--- src/rtl/e203_oitf_pkg.sv ---
// Shared types and helpers for the outstanding-instruction-track FIFO.
package e203_oitf_pkg;

   localparam int OITF_RFIDX_W = 5;
   localparam int OITF_PC_W    = 32;

   // Payload recorded for each in-flight long-pipe instruction.
   typedef struct packed {
      logic [OITF_RFIDX_W-1:0] rdidx;
      logic                    rdwen;
      logic                    rdfpu;
      logic [OITF_PC_W-1:0]    pc;
   } oitf_entry_t;

   // Advance a pointer that carries a wrap bit above ptr_w index bits.
   // DEPTH is a power of two, so a plain binary increment of {wrap, idx}
   // wraps the index modulo DEPTH and toggles the wrap bit on DEPTH-1 -> 0.
   function automatic logic [31:0] ptr_inc(input logic [31:0] ptr, input int unsigned ptr_w);
      logic [31:0] mask;
      mask = (32'd1 << (ptr_w + 1)) - 32'd1;
      return (ptr + 32'd1) & mask;
   endfunction

endpackage

--- src/rtl/e203_oitf_youngest_sel.sv ---
// Circular priority selector: starting at start_ptr and walking backward,
// returns the first set bit of hit_vec (the youngest colliding entry).
module e203_oitf_youngest_sel
   import e203_oitf_pkg::*;
#(
   parameter  int DEPTH = 2,
   localparam int PTR_W = $clog2(DEPTH)
) (
   input  logic [DEPTH-1:0] hit_vec,
   input  logic [PTR_W-1:0] start_ptr,
   output logic [PTR_W-1:0] sel_ptr,
   output logic             hit
);

   logic [PTR_W-1:0] scan_idx;

   // Scan oldest-to-youngest so the youngest hit overwrites earlier ones.
   always_comb begin
      sel_ptr  = '0;
      hit      = 1'b0;
      scan_idx = '0;
      for (int k = DEPTH - 1; k >= 0; k--) begin
         scan_idx = start_ptr - PTR_W'(k);
         if (hit_vec[scan_idx]) begin
            sel_ptr = scan_idx;
            hit     = 1'b1;
         end
      end
   end

endmodule

--- src/rtl/e203_exu_oitf_mp.sv ---
// Outstanding-instruction-track FIFO: records rd/FPU flag/PC of dispatched
// long-pipe instructions until in-order retire, with hazard match outputs.
module e203_exu_oitf_mp
   import e203_oitf_pkg::*;
#(
   parameter  int DEPTH       = 2,
   localparam int PTR_W       = $clog2(DEPTH),
   parameter  int RFIDX_WIDTH = OITF_RFIDX_W,
   parameter  int PC_SIZE     = OITF_PC_W
) (
   input  logic                   clk,
   input  logic                   rst_n,
   input  logic                   flush,
   input  logic                   dis_ena,
   output logic                   dis_ready,
   output logic [PTR_W-1:0]       dis_ptr,
   input  logic                   ret_ena,
   output logic [PTR_W-1:0]       ret_ptr,
   output logic [RFIDX_WIDTH-1:0] ret_rdidx,
   output logic                   ret_rdwen,
   output logic                   ret_rdfpu,
   output logic [PC_SIZE-1:0]     ret_pc,
   input  logic                   disp_i_rs1en,
   input  logic                   disp_i_rs2en,
   input  logic                   disp_i_rs3en,
   input  logic                   disp_i_rdwen,
   input  logic                   disp_i_rs1fpu,
   input  logic                   disp_i_rs2fpu,
   input  logic                   disp_i_rs3fpu,
   input  logic                   disp_i_rdfpu,
   input  logic [RFIDX_WIDTH-1:0] disp_i_rs1idx,
   input  logic [RFIDX_WIDTH-1:0] disp_i_rs2idx,
   input  logic [RFIDX_WIDTH-1:0] disp_i_rs3idx,
   input  logic [RFIDX_WIDTH-1:0] disp_i_rdidx,
   input  logic [PC_SIZE-1:0]     disp_i_pc,
   output logic                   oitfrd_match_disprs1,
   output logic                   oitfrd_match_disprs2,
   output logic                   oitfrd_match_disprs3,
   output logic                   oitfrd_match_disprd,
   output logic [PTR_W-1:0]       oitfrd_match_disprd_ptr,
   output logic                   oitf_empty,
   output logic                   oitf_full,
   output logic [PTR_W:0]         oitf_count
);

   // Pointers carry a wrap bit in the MSB to tell full from empty.
   logic [PTR_W:0]   dis_ptr_reg, dis_ptr_next;
   logic [PTR_W:0]   ret_ptr_reg, ret_ptr_next;
   logic [DEPTH-1:0] valid_reg;
   oitf_entry_t      entries_reg [DEPTH];

   logic [PTR_W-1:0] dis_idx, ret_idx;
   logic             dis_fire, ret_fire;
   oitf_entry_t      ret_entry;

   logic [DEPTH-1:0] coll_rs1, coll_rs2, coll_rs3, coll_rd;
   logic             youngest_hit;

   assign dis_idx = dis_ptr_reg[PTR_W-1:0];
   assign ret_idx = ret_ptr_reg[PTR_W-1:0];

   assign oitf_empty = (dis_ptr_reg == ret_ptr_reg);
   assign oitf_full  = (dis_idx == ret_idx) && (dis_ptr_reg[PTR_W] != ret_ptr_reg[PTR_W]);
   assign oitf_count = dis_ptr_reg - ret_ptr_reg;
   assign dis_ready  = ~oitf_full;
   assign dis_ptr    = dis_idx;
   assign ret_ptr    = ret_idx;

   // Flush wins over both handshakes; full/empty block the respective side.
   assign dis_fire = dis_ena & ~oitf_full & ~flush;
   assign ret_fire = ret_ena & ~oitf_empty & ~flush;

   assign dis_ptr_next = (PTR_W+1)'(ptr_inc(32'(dis_ptr_reg), PTR_W));
   assign ret_ptr_next = (PTR_W+1)'(ptr_inc(32'(ret_ptr_reg), PTR_W));

   // Pointer registers: advance on accepted handshakes, clear on flush.
   always_ff @(posedge clk or negedge rst_n) begin
      if (!rst_n) begin
         dis_ptr_reg <= '0;
         ret_ptr_reg <= '0;
      end else if (flush) begin
         dis_ptr_reg <= '0;
         ret_ptr_reg <= '0;
      end else begin
         if (dis_fire) dis_ptr_reg <= dis_ptr_next;
         if (ret_fire) ret_ptr_reg <= ret_ptr_next;
      end
   end

   // Valid bits and payload; flush drops validity but keeps stale payload.
   always_ff @(posedge clk or negedge rst_n) begin
      if (!rst_n) begin
         valid_reg <= '0;
         for (int i = 0; i < DEPTH; i++) entries_reg[i] <= '0;
      end else if (flush) begin
         valid_reg <= '0;
      end else begin
         if (ret_fire) valid_reg[ret_idx] <= 1'b0;
         if (dis_fire) begin
            valid_reg[dis_idx]   <= 1'b1;
            entries_reg[dis_idx] <= '{rdidx: disp_i_rdidx, rdwen: disp_i_rdwen,
                                      rdfpu: disp_i_rdfpu, pc: disp_i_pc};
         end
      end
   end

   // Oldest entry is presented to the writeback arbiter, zeroed when empty.
   assign ret_entry = oitf_empty ? '0 : entries_reg[ret_idx];
   assign ret_rdidx = ret_entry.rdidx;
   assign ret_rdwen = ret_entry.rdwen;
   assign ret_rdfpu = ret_entry.rdfpu;
   assign ret_pc    = ret_entry.pc;

   // Per-entry rd collision against each operand of the dispatching instruction.
   for (genvar gi = 0; gi < DEPTH; gi++) begin : g_coll
      logic live;
      assign live = valid_reg[gi] & entries_reg[gi].rdwen;
      assign coll_rs1[gi] = live && (entries_reg[gi].rdidx == disp_i_rs1idx)
                                 && (entries_reg[gi].rdfpu == disp_i_rs1fpu);
      assign coll_rs2[gi] = live && (entries_reg[gi].rdidx == disp_i_rs2idx)
                                 && (entries_reg[gi].rdfpu == disp_i_rs2fpu);
      assign coll_rs3[gi] = live && (entries_reg[gi].rdidx == disp_i_rs3idx)
                                 && (entries_reg[gi].rdfpu == disp_i_rs3fpu);
      assign coll_rd[gi]  = live && (entries_reg[gi].rdidx == disp_i_rdidx)
                                 && (entries_reg[gi].rdfpu == disp_i_rdfpu)
                                 && disp_i_rdwen;
   end

   assign oitfrd_match_disprs1 = disp_i_rs1en & (|coll_rs1);
   assign oitfrd_match_disprs2 = disp_i_rs2en & (|coll_rs2);
   assign oitfrd_match_disprs3 = disp_i_rs3en & (|coll_rs3);
   assign oitfrd_match_disprd  = |coll_rd;

   // Valid entries are contiguous behind dis_ptr, so scanning backward from
   // dis_ptr-1 meets the youngest collision first.
   e203_oitf_youngest_sel #(.DEPTH(DEPTH)) u_youngest_sel (
      .hit_vec   (coll_rd),
      .start_ptr (dis_idx - PTR_W'(1)),
      .sel_ptr   (oitfrd_match_disprd_ptr),
      .hit       (youngest_hit)
   );

   logic unused_hit;
   assign unused_hit = youngest_hit;

endmodule
--- config.mk ---
export PLATFORM = sky130hd
export DESIGN_NAME = e203_exu_oitf_mp
export DESIGN_NICKNAME = d
export VERILOG_FILES = /design/src/rtl/e203_oitf_pkg.sv /design/src/rtl/e203_oitf_youngest_sel.sv /design/src/rtl/e203_exu_oitf_mp.sv
export SDC_FILE = /design/constraint.sdc
export NUM_CORES = 1
export LEC_CHECK = 0
export CAP_MARGIN = 40
export CORE_MARGIN = 5
export CORE_UTILIZATION = 48
export CTS_BUF_LIST = sky130_fd_sc_hd__clkbuf_16
export DETAILED_ROUTE_END_ITERATION = 10
export GPL_ROUTABILITY_DRIVEN = 1
export PLACE_DENSITY = 0.78
export SETUP_SLACK_MARGIN = 0.4
export SYNTH_ARGS = -nofsm -noshare
export SYNTH_HDL_FRONTEND = slang
export SYNTH_SLANG_ARGS = --single-unit
--- constraint.sdc ---
create_clock -name clk -period 3.19 [get_ports clk]
set_clock_uncertainty 0.2 [all_clocks]
set_input_delay 0.638 -clock clk [delete_from_list [all_inputs] [get_ports clk]]
set_output_delay 0.638 -clock clk [all_outputs]
set_load 0.01 [all_outputs]
; After elaboration in Yosys (flattened, before gate mapping)
; Cells that the tools add are included.
[word_totals]
regBits = 84
output_inout_bits = 51
wordCells = 115
[op_classes]
addsub = 5
order_cmp = 9
n_eq_ne = 19
mux = 25
bitwise = 17
reduce_logical = 29
[ops]
columns = op, n
row1 = $mux W39, 5
row2 = $bwmux W78, 1
row3 = $eq A5 B5 Y1, 8
row4 = $demux W39 S1, 1
row5 = $logic_and A1 B1 Y1, 22
row6 = $mux W2, 8
row7 = $and A1 B1 Y1, 9
row8 = $eq A1 B1 Y1, 9
row9 = $lt A1 B2 Y1 const B, 4
row10 = $mux W1, 8
row11 = $reduce_or A2 Y1, 4
row12 = $add A2 B1 Y2 const B, 2
row13 = $ge A2 B2 Y1 const B, 2
row14 = $not A1 Y2, 2
row15 = $reduce_bool A2 Y1, 2
row16 = $not A1 Y1, 3
row17 = $and A2 B2 Y2, 1
row18 = $demux W1 S1, 2
row19 = $eq A2 B2 Y1, 1
row20 = $ge A1 B1 Y1 const B, 2
row21 = $lt A2 B1 Y1 const B, 1
row22 = $not A2 Y2, 1
row23 = $or A2 B2 Y2, 1
row24 = $reduce_and A2 Y1, 1
row25 = other kinds (3), 4

; Logic depth before layout (Yosys ltp)
; Gate-level depths: netlist of run 1.
[logic_depth]
ltp_word = 11
mapped_depth = 7
ltp_nobuf = 6

; Modules after synthesis
; Synthesis of run 1 repeated with hierarchy kept, for this count alone.
[hier_totals]
cells_unflattened = 374
area_unflattened_um2 = 4615.7
[modules_own_cells]
columns = module, n_inst, cells_each, area_each_um2, seq_area_each_um2
row1 = e203_exu_oitf_mp, 1, 371, 4598.2, 2102.0
row2 = e203_oitf_youngest_sel, 1, 3, 17.5, 0.0

; Least setup slack after synthesis of run 1
; Ideal clock, no wire load.
[synth_path]
path_type = reg2out
startpoint = reg dis_ptr_reg[0]
endpoint = out ret_pc[27]
arrival_time_ps = 1626
required_time_ps = 2352
setup_slack_ps = 726
path_stages_with_launch = 7
cell_sequence = dfrtp_1 -> inv_1 -> ha_1 -> inv_1 -> nor2_1 -> clkbuf_1 -> nor2_1
[synth_between]
elab_chain_cells = 2
[synth_rtl]
columns = element, line_no
row1 = start: declaration, e203_exu_oitf_mp.sv:47  ; logic [PTR_W:0] dis_ptr_reg, dis_ptr_next;
row2 = start signal: assignment, e203_exu_oitf_mp.sv:85  ; if (dis_fire) dis_ptr_reg <= dis_ptr_next;
row3 = $eq A2 B2 Y1, e203_exu_oitf_mp.sv:62  ; assign oitf_empty = (dis_ptr_reg == ret_ptr_reg);
row4 = net oitf_empty, e203_exu_oitf_mp.sv:41  ; output logic oitf_empty,
row5 = $mux W39, e203_exu_oitf_mp.sv:108  ; assign ret_entry = oitf_empty ? '0 : entries_reg[ret_idx];
row6 = end: declaration, e203_exu_oitf_mp.sv:22  ; output logic [PC_SIZE-1:0] ret_pc,
; The timed path passes the listed nets, and every way through them passes these cells.

; Worst setup path in the final report of run 1
[layout_path]
startpoint = reg entries_reg[76] in the netlist's numbering
endpoint = out oitfrd_match_disprs2
[layout_between]
elab_chain_cells = 5
[layout_rtl]
columns = element, line_no
row1 = start: declaration, e203_exu_oitf_mp.sv:50  ; oitf_entry_t entries_reg [DEPTH];
row2 = start signal: indexed assignment, e203_exu_oitf_mp.sv:101  ; entries_reg[dis_idx] <= '{rdidx: disp_i_rdidx, rdwen: disp_i_rdwen,
row3 = $eq A5 B5 Y1, e203_exu_oitf_mp.sv:120  ; assign coll_rs2[gi] = live && (entries_reg[gi].rdidx == disp_i_rs2idx)
row4 = $logic_and A1 B1 Y1, e203_exu_oitf_mp.sv:120
row5 = $logic_and A1 B1 Y1, e203_exu_oitf_mp.sv:121  ; && (entries_reg[gi].rdfpu == disp_i_rs2fpu);
row6 = $reduce_or A2 Y1, e203_exu_oitf_mp.sv:130  ; assign oitfrd_match_disprs2 = disp_i_rs2en & (|coll_rs2);
row7 = $and A1 B1 Y1, e203_exu_oitf_mp.sv:130
row8 = end: declaration, e203_exu_oitf_mp.sv:37  ; output logic oitfrd_match_disprs2,
; No other way between the ends.

==> out/metrics.csv, run 1 <==
stage,metric,value,unit
clock_network,Clock H-tree levels,3,
placement,port bufs,115,
yosys,Synth Area per Inst,12.4,sq um
floorplanning,Die Y,108,um
timing,Slew HR,53.6,%
clock_network,CTS root buf,clkbuf_16,
yosys,top-area cell type share of the netlist area,45.7,%
clock_network,clock-pin slew on the worst setup and hold paths,0.06,ns
routing,drt first pass iters,4,
placement,DP HPWL,8010,um
finish,share of layout cells above drive strength 1,27.5,%
routing,final antenna-violating net count,0,
floorplanning,die area,11600,sq um
power_and_ir_drop,Int Pwr,3.79,mW
yosys,"top cells by count, synth","84 x dfrtp_1, 45 x nor2_1, 39 x mux2_2, 39 x mux2_4, 39 x mux2i_1",
routing,Avg WL per Cell,18.0,um
power_and_ir_drop,pwr dens,946,nW/um^2
power_and_ir_drop,Static Leak,2.87,nW
floorplanning,die width,108,um
yosys,Yosys top cell by area,dfrtp_1,
timing,setup TNS,0,ns
power_and_ir_drop,Switching Share,35.8,%
placement,"Cell Area, Placed",5900,sq um
finish,Reg area,2100,sq um
grt,Tot GR Track Use,19.9,%
worst_setup_path,startpoint types,register,
routing,via count,3199,
yosys,"top cells by area, synth","dfrtp_1 46%, mux2_4 13%, mux2_2 9.5%, mux2i_1 8.5%, xor2_1 6.3%",
yosys,Cells after Synth,372,
finish,fill count,772,
yosys,leading cell type by number of instances after synthesis,dfrtp_1,
power_and_ir_drop,worst vdd ir,0.509,mV
grt,grt ovf,0,
finish,footprint of the multi-input gates,2360,sq um
clock_network,clk_lat worst skew,0.32,ns
placement,dpl ws,-0.253,ns
worst_setup_path,WP data required,2.35,ns
yosys,sequential share of the synthesized area,45.7,%
worst_setup_path,CP Max Fanout,6,
timing,final hold viol count,0,
yosys,Post-synth EDFFs,0,
routing,DRC,0,
worst_setup_path,Worst EP arrival,1.94,ns
timing,Final Max Tran Viols,0,
yosys,Mapped Nets,438,
floorplanning,CORE AREA,9280,sq um
timing,post-layout minimum cycle time,2.78,ns
finish,Largest register FFs,78,
timing,fin crit share,87.2,%
timing,final worst slack,0.409,ns
floorplanning,Starting Density,49.5,%
grt,global-route wire length before repair,18200,um
finish,fin area,6250,sq um
flow_run,max-cap viol count,0,
yosys,top_reg_cell synth,dfrtp_1,
finish,Final #Nets,555,
grt,antenna violations before repair,0,
power_and_ir_drop,Clk network pwr share,18.2,%
routing,Via density,5.13,
clock_network,CTS Buf Count,9,
timing,Setup Viol. Count Final,0,
timing,highest clock rate,360,MHz
power_and_ir_drop,Logic pwr share,48.2,%
clock_network,CTS Buffer Depth,2,
clock_network,clk sinks,84,
floorplanning,IO Pins,116,
timing,Hold WS,0.156,ns
power_and_ir_drop,Seq pwr share,33.5,%
clock_network,CTS tree,built,
grt,largest net degree at the start of global routing,54,
worst_setup_path,crit path capture type,primary output,
yosys,async set or reset register ratio after synthesis,100,%
status,outcome,completed,
floorplanning,row cnt,35,
yosys,Mapped Area,4600,sq um
placement,gpl congestion,0.847,
grt,vias in the first global route,3672,
routing,initial drt markers,80,
worst_setup_path,WS Path Type,register to primary output,
timing,unrepaired setup endpoints after global routing,true,
finish,P&R area growth vs syn,35.8,%
power_and_ir_drop,Sw Pwr,2.12,mW
yosys,Yosys cell types,28,
hold_path,worst hold path type,input port to async pin,
timing,Worst Tran Pin Value,0.696,ns
yosys,"flops & latches, synth",84,
routing,final wirelength,11300,um
yosys,YS warnings,0,
-- worst max-delay path: stages (launching register included) --
cell and delay (ns):
dfrtp_1 0.49, xor2_1 0.21, nor4_2 0.34, nand4_1 0.14, a21boi_1 0.19, clkdlybuf4s15_2 0.24
-- cell usage in the layout (no fill, tap or decap), types with 3 or more instances in the layout --
cell             synthesis  routed
clkbuf_16                0       9
mux2_2                  39      39
inv_1                    5       6
nor4_2                   0       4
buf_4                    0      17
buf_2                    4       3
nor4_1                   8       4
xnor2_1                 20      20
nand2_1                  6       5
mux2_4                  39      39
mux2i_1                 39      39
xor2_1                  33      33
clkdlybuf4s50_1          0      51
nand4_1                  6       6
dlymetal6s2s_1           0       9
nor2_1                  45      44
dlygate4sd2_1            0      47
dfrtp_1                 84      83
-- logic make-up (layout without fill, tap and decap cells) --
logic type,after synthesis,after routing,synth area share [%]
adders and majority gates,1,1,0.272
other,0,1,0
xor gates and xnor gates,54,54,10.4
muxes,117,117,30.8
AOI/OAI and AO/OA,11,11,1.63
DFF,84,84,45.7
and+or+nand+nor,70,70,6.64
buffers and inverters,35,157,4.54
-- what timing repair did --
item | 4_1_cts | 5_1_grt
pin swaps | 13 | 14
hold buffers | 0 | 0
endpoints found under the setup margin | 47 | 6
buffers inserted | 1 | 1
gates resized for setup | 84 | 14
-- layer usage --
| metal | share of wire [%] | track usage, % |
|---|---|---|
| met1 | 43 | 25.2 |
| met2 | 48 | 33.5 |
| met3 | 6.8 | 5.22 |
| met4 | 1.5 | 5.86 |
| met5 | 0 | 0 |
-- power groups by stage --
| stage | clock network (mW) | registers (mW) | logic [mW] |
|---|---|---|---|
| after global placement | 0 | 1.95 | 2.99 |
| after global routing | 1.15 | 2.05 | 3.11 |
| final | 1.08 | 1.98 | 2.85 |
| after CTS | 1.10 | 1.99 | 2.89 |
| after floorplan | 0 | 1.74 | 1.97 |
| after detailed placement | 0 | 1.99 | 3.06 |
-- path summary, 6_finish.rpt --
path / to / start / depth (start not counted) / slack [ns]
worst max-delay path: oitfrd_match_disprs2 / entries_reg[76] / 5 / 0.41
worst min-delay path: entries_reg[64] / rst_n / 1 / 0.16
worst max register to register: entries_reg[28] / ret_ptr_reg[1] / 6 / 0.72
worst min register to register: entries_reg[41] / entries_reg[41] / 1 / 0.30
max in group asynchronous: entries_reg[54] / rst_n / 2 / 2.00
min in group clk: entries_reg[41] / entries_reg[41] / 1 / 0.30
-- per-stage QoR --
| stage | cells | utilization (%) | power, mW |
|---|---|---|---|
| finish | 624 | 67.3 | 5.91 |
| global route | 623 | 67.3 | 6.30 |
| floorplan | 372 | - | 3.72 |
| global placement | 605 | 63.5 | 4.94 |
| CTS | 622 | 66.9 | 5.97 |
| detailed placement | 605 | 63.5 | 5.04 |
-- cell type report --
type                            count  area share (%)
Antenna cell                        1          0.0401
Clock buffer                        9            3.61
Clock inverter                      7            1.36
Inverter                            5           0.300
Multi-Input combinational cell    253            37.8
Sequential cell                    84            33.7
Tap cell                          129            2.58
Timing Repair Buffer              136            20.6
Note: power is estimated with default switching activity, not from simulation.
==> inputs of run 2 (changes only) <==
--- a/config.mk
+++ b/config.mk
@@ -5,6 +5,7 @@
 export SDC_FILE = /design/constraint.sdc
 export NUM_CORES = 1
 export LEC_CHECK = 0
+export ABC_CLOCK_PERIOD_IN_PS = 3190
 export CAP_MARGIN = 40
 export CORE_MARGIN = 5
 export CORE_UTILIZATION = 48
@@ -13,6 +14,7 @@
 export GPL_ROUTABILITY_DRIVEN = 1
 export PLACE_DENSITY = 0.78
 export SETUP_SLACK_MARGIN = 0.4
+export SKIP_CTS_REPAIR_TIMING = 1
 export SYNTH_ARGS = -nofsm -noshare
 export SYNTH_HDL_FRONTEND = slang
 export SYNTH_SLANG_ARGS = --single-unit
==> run 2 against run 1 <==
  * Critical path depth grew 1
  * Final cell count shrank 0.16%
  * Die area is the same
  * Largest cell class unchanged
==> out/metrics.csv, run 2 (synthesis gave the netlist of run 1 again) <==
stage,metric,value,unit,change
grt,met2 Usage GRT,33.2,%,was 33.5%
floorplanning,Die Y,108,um,unchanged
finish,most frequent cells in the layout,"83 x dfrtp_1, 57 x dlymetal6s2s_1, 54 x clkdlybuf4s50_1, 43 x nor2_1",,"was 83 x dfrtp_1, 51 x clkdlybuf4s50_1, 47 x dlygate4sd2_1, 44 x nor2_1"
grt,antenna violations before repair,0,,unchanged
floorplanning,Starting Density,49.5,%,unchanged
worst_setup_path,Worst EP arrival,2.15,ns,was 1.94 ns
timing,Slew HR,53.3,%,was 53.6%
placement,port bufs,115,,unchanged
grt,met1 Usage GRT,25.3,%,was 25.2%
timing,unrepaired setup endpoints after global routing,true,,unchanged
timing,Hold WS,0.162,ns,was 0.156 ns
finish,fill count,713,,was 772
power_and_ir_drop,pwr dens,943,nW/um^2,was 946 nW/um^2
placement,gpl congestion,0.847,,unchanged
worst_setup_path,CP Max Fanout,2,,was 6
clock_network,CTS Buf Count,9,,unchanged
placement,DP Cell Count,605,,unchanged
clock_network,CTS tree,built,,unchanged
routing,Avg WL per Cell,18.2,um,was 18.0 um
finish,"commonest non-fill, non-tap cell in the layout",dfrtp_1,,unchanged
grt,vias in the first global route,3674,,was 3672
grt,largest net degree at the start of global routing,54,,unchanged
routing,final antenna-violating net count,0,,unchanged
finish,final core utilization,69.2,%,was 67.3%
worst_setup_path,Crit path largest cell delay,0.46,ns,was 0.49 ns
finish,Largest register FFs,78,,unchanged
clock_network,clk_lat worst skew,0.32,ns,about the same
hold_path,worst hold path type,input port to async pin,,unchanged
timing,final hold viol count,0,,unchanged
routing,DRC,0,,unchanged
worst_setup_path,crit path capture type,primary output,,unchanged
power_and_ir_drop,worst vdd ir,0.530,mV,was 0.509 mV
routing,via count,3198,,was 3199
timing,post-layout minimum cycle time,2.99,ns,was 2.78 ns
worst_setup_path,Top delay family on crit path,buffers and inverters,,was flip-flops
finish,Layout Cells excl Fill,623,,was 624
worst_setup_path,WP data required,2.35,ns,about the same
timing,highest clock rate,334,MHz,was 360 MHz
timing,fin crit share,93.7,%,was 87.2%
clock_network,CTS root buf,clkbuf_16,,unchanged
floorplanning,die area,11600,sq um,unchanged
routing,final wirelength,11300,um,about the same
timing,setup TNS,0,ns,unchanged
floorplanning,CORE AREA,9280,sq um,unchanged
finish,Final #Nets,553,,was 555
routing,initial drt markers,84,,was 80
floorplanning,row cnt,35,,unchanged
power_and_ir_drop,Static Leak,3.40,nW,was 2.87 nW
clock_network,Clock H-tree levels,3,,unchanged
clock_network,CTS Buffer Depth,2,,unchanged
worst_setup_path,startpoint types,input port,,was register
finish,share of layout cells above drive strength 1,26.8,%,was 27.5%
routing,Via density,5.13,,about the same
timing,Final Max Tran Viols,0,,unchanged
grt,grt ovf,0,,unchanged
floorplanning,die width,108,um,unchanged
routing,drt first pass iters,4,,unchanged
status,outcome,completed,,unchanged
timing,Worst Tran Pin Value,0.700,ns,was 0.696 ns
worst_setup_path,CP max stage cell,clkdlybuf4s50_1,,was dfrtp_1
worst_setup_path,WS Path Type,input port to primary output,,was register to primary output
grt,grt peak-use layer,met2,,unchanged
grt,M3 GR Usage,5.28,%,was 5.22%
clock_network,clock-pin slew on the worst setup and hold paths,0.06,ns,about the same
flow_run,max-cap viol count,0,,unchanged
worst_setup_path,crit-path cells,clkdlybuf4s50_1 > xor2_1 > nor4_2 > nand4_1 > a21boi_0 > dlymetal6s2s_1,,was xor2_1 > nor4_2 > nand4_1 > a21boi_1 > clkdlybuf4s15_2
floorplanning,IO Pins,116,,unchanged
worst_setup_path,Bufs and invs on worst path,2,,was 1
timing,Setup Viol. Count Final,0,,unchanged
grt,global-route wire length before repair,18200,um,about the same
finish,P&R area growth vs syn,39.6,%,was 35.8%
clock_network,clk sinks,84,,unchanged
placement,DP HPWL,8010,um,unchanged
grt,Tot GR Track Use,19.9,%,about the same
-- run 2: through the flow --
step / instance area [sq um] / power (mW) / setup slack (ns)
final: 6420 / 6.06 / 0.200
after global routing: 6420 / 6.45 / 0.157
after CTS: 6210 / 6.16 / -0.268
after detailed placement: 5900 / 5.04 / -0.253
after global placement: 5900 / 4.94 / -0.137
after floorplan: 4600 / 3.72 / 0.726
-- run 2: final timing paths --
path / end / cells after the start / start / slack (ns)
min in group clk: entries_reg[65] / 1 / entries_reg[65] / 0.31
worst min register to register: entries_reg[65] / 1 / entries_reg[65] / 0.31
worst max-delay path: oitfrd_match_disprs2 / 6 / disp_i_rs2idx[1] / 0.20
worst max register to register: entries_reg[28] / 6 / dis_ptr_reg[0] / 0.80
worst min-delay path: entries_reg[64] / 1 / rst_n / 0.16
max in group asynchronous: entries_reg[54] / 2 / rst_n / 2.00
-- run 2: routing by layer --
metal	share of wire, %	vias to the layer above
li1	-	1494
met1	43	1594
met2	48	94
met3	6.8	16
met4	1.5	0
met5	0	-
-- run 2: final cells by class --
type | count | area (sq um) | share of cell area, %
Timing Repair Buffer | 134 | 1460 | 22.7
Clock inverter | 7 | 85.1 | 1.32
Tap cell | 129 | 161 | 2.51
Clock buffer | 9 | 225 | 3.51
Inverter | 5 | 18.8 | 0.292
Antenna cell | 2 | 5.00 | 0.0779
Sequential cell | 84 | 2100 | 32.7
Multi-Input combinational cell | 253 | 2360 | 36.8
-- run 2: power by group --
group | switching [mW] | internal (mW)
Combinational | 1.30 | 1.70
Clock | 0.400 | 0.677
Sequential | 0.422 | 1.55
==> inputs of run 3 (changes only) <==
--- a/config.mk
+++ b/config.mk
@@ -10,6 +10,7 @@
 export CORE_MARGIN = 5
 export CORE_UTILIZATION = 48
 export CTS_BUF_LIST = sky130_fd_sc_hd__clkbuf_16
+export CTS_CLUSTER_DIAMETER = 120
 export DETAILED_ROUTE_END_ITERATION = 10
 export GPL_ROUTABILITY_DRIVEN = 1
 export PLACE_DENSITY = 0.78
==> results of run 3 <==
Same layout as run 2: the final DEF is identical, and so are final timing and power.
==> edit (flow settings as in run 2) <==
The package constant `OITF_PC_W` goes from 32 to 24.
--- a/src/rtl/e203_oitf_pkg.sv
+++ b/src/rtl/e203_oitf_pkg.sv
@@ -4,3 +4,3 @@
    localparam int OITF_RFIDX_W = 5;
-   localparam int OITF_PC_W    = 32;
+   localparam int OITF_PC_W    = 24;
 
Interface: changed (resized disp_i_pc and ret_pc); port bits go from 116 to 100. The function was not compared with the original's and may differ.
==> edit against run 2 <==
  * Combinational power fell by 15%
  * Wire length shrank 17%
  * Cell count decreased by 15%
  * Sequential cell count fell by 16
  * Design area is 16% lower
  * Setup slack improved by 0.16 ns
  * Synthesized area fell by 16%
  * Non-clock buffer count shrank 15
  * Total power down 14%
  * Largest power group unchanged
  * Highest routed layer unchanged
==> edit: results (changes against run 2) <==
[outcome]
outcome=completed

[drt]
wl_met2_um=4742  ; -13%
wl_met3_um=502  ; -35%
wl_met1_um=4096  ; -17%
first_iter_violations=79  ; -6.0%
routed_wl_um=9452  ; -17%
vias_per_cell=5.166  ; +0.63%

[yosys]
ys_warn_count=0  ; unchanged
synth_commonest_cells=dfrtp_1, nor2_1, mux2_2, xor2_1, mux2i_1
synth_fp_nets=378  ; -14%
muxShareOfSynthArea=0.2909  ; -0.01679
async_flop_share=1.000  ; unchanged
synth_area_leaders=dfrtp_1, mux2_4, mux2_2
synth-seq-area-share=0.4430  ; -0.01402
yosys.area_share.adder=0.003257  ; +0.0005370
synth_xor_area_frac=0.1251  ; +0.02062
synth_compound_area_frac=0.02020  ; +0.003873

[final_layout]
antenna_cells=0  ; -2
largest_register_ffs=62  ; -21%
drive_gt1_frac=0.2751  ; +0.006766
finalNetCount=482  ; -13%

[clocking]
root_buffer=clkbuf_16
cts_buffers=9  ; unchanged
clk_pin_slew_ns=0.05

[pwr]
irDropWorstVdd_v=0.0005923  ; +12%
p_seq_frac=0.312  ; -0.014
p_int_mw=3.402  ; -14%
p_leak_nw=2.792  ; -18%
p_clk_mw=1.04  ; -4%

[grt]
first_global_vias=3046  ; -17%
met2_usage=0.3295  ; -0.002160
grt_max_degree=36  ; -33%
grt_pass1_wl_um=15320  ; -16%
grt_usage=0.1947  ; -0.004112
grt_use_met3=0.03576  ; -0.01703
grt_use_met1=0.2536  ; +0.0007840

[place]
dp_hpwl_um=6554  ; -18%
numPortBuffers=99  ; -14%
gp_congestion=0.8691  ; +2.6%
place_ws_ns=-0.1016  ; +0.1514 ns

[sta]
relSlewSlack=0.5870  ; +0.05391

[critical_path]
arrival_ns=1.99  ; -0.16 ns

edit: changes by cell type after synthesis, sizes merged, moves of 2 or more:
cell           run 2  this run
mux2              78        62
clkbuf            19        17
mux2i             39        31
buf               11         9
nor2              45        38
dfrtp             84        68
edit: worst reg2reg max path, cell delays in order, from the launching register on:
cell and delay, ns:
dfrtp_1 0.45, xor2_4 0.24, a211oi_1 0.32, and2_2 0.21
buf_4 0.37, mux2_2 0.39
edit: final cells by class:
type | count | area (um2)
Inverter | 5 | 18.77
Sequential cell | 68 | 1704
Clock buffer | 9 | 225.2
Fill cell | 581 | 2347
Timing Repair Buffer | 119 | 1225
Multi-Input combinational cell | 221 | 2028
Clock inverter | 7 | 91.34
Tap cell | 102 | 127.6
edit: through the flow:
| step | area, um2 | utilization | std cells | power, mW |
|---|---|---|---|---|
| 5_1_grt | 5420 | 0.6978 | 531 | 5.550 |
| 2_1_floorplan | 3841 | - | 320 | 3.074 |
| 6_report | 5420 | 0.6978 | 531 | 5.221 |
| 4_1_cts | 5239 | 0.6745 | 527 | 5.235 |
| 3_3_place_gp | 4922 | 0.6337 | 511 | 4.094 |
| 3_5_place_dp | 4922 | 0.6337 | 511 | 4.157 |
edit: worst paths after layout:
kind,from,endpoint,slack [ns],depth (start not counted)
setup reg to reg,dis_ptr_reg[1]$_DFFE_PN0P_,entries_reg[1]$_DFFE_PN0P_,0.89,5
setup / recovery,disp_i_rs2idx[0],oitfrd_match_disprs2,0.36,6
hold reg to reg,entries_reg[45]$_DFFE_PN0P_,entries_reg[45]$_DFFE_PN0P_,0.30,1
hold / removal,rst_n,entries_reg[41]$_DFFE_PN0P_,0.13,1
max in group asynchronous,rst_n,entries_reg[34]$_DFFE_PN0P_,1.90,2
min in group clk,entries_reg[45]$_DFFE_PN0P_,entries_reg[45]$_DFFE_PN0P_,0.30,1
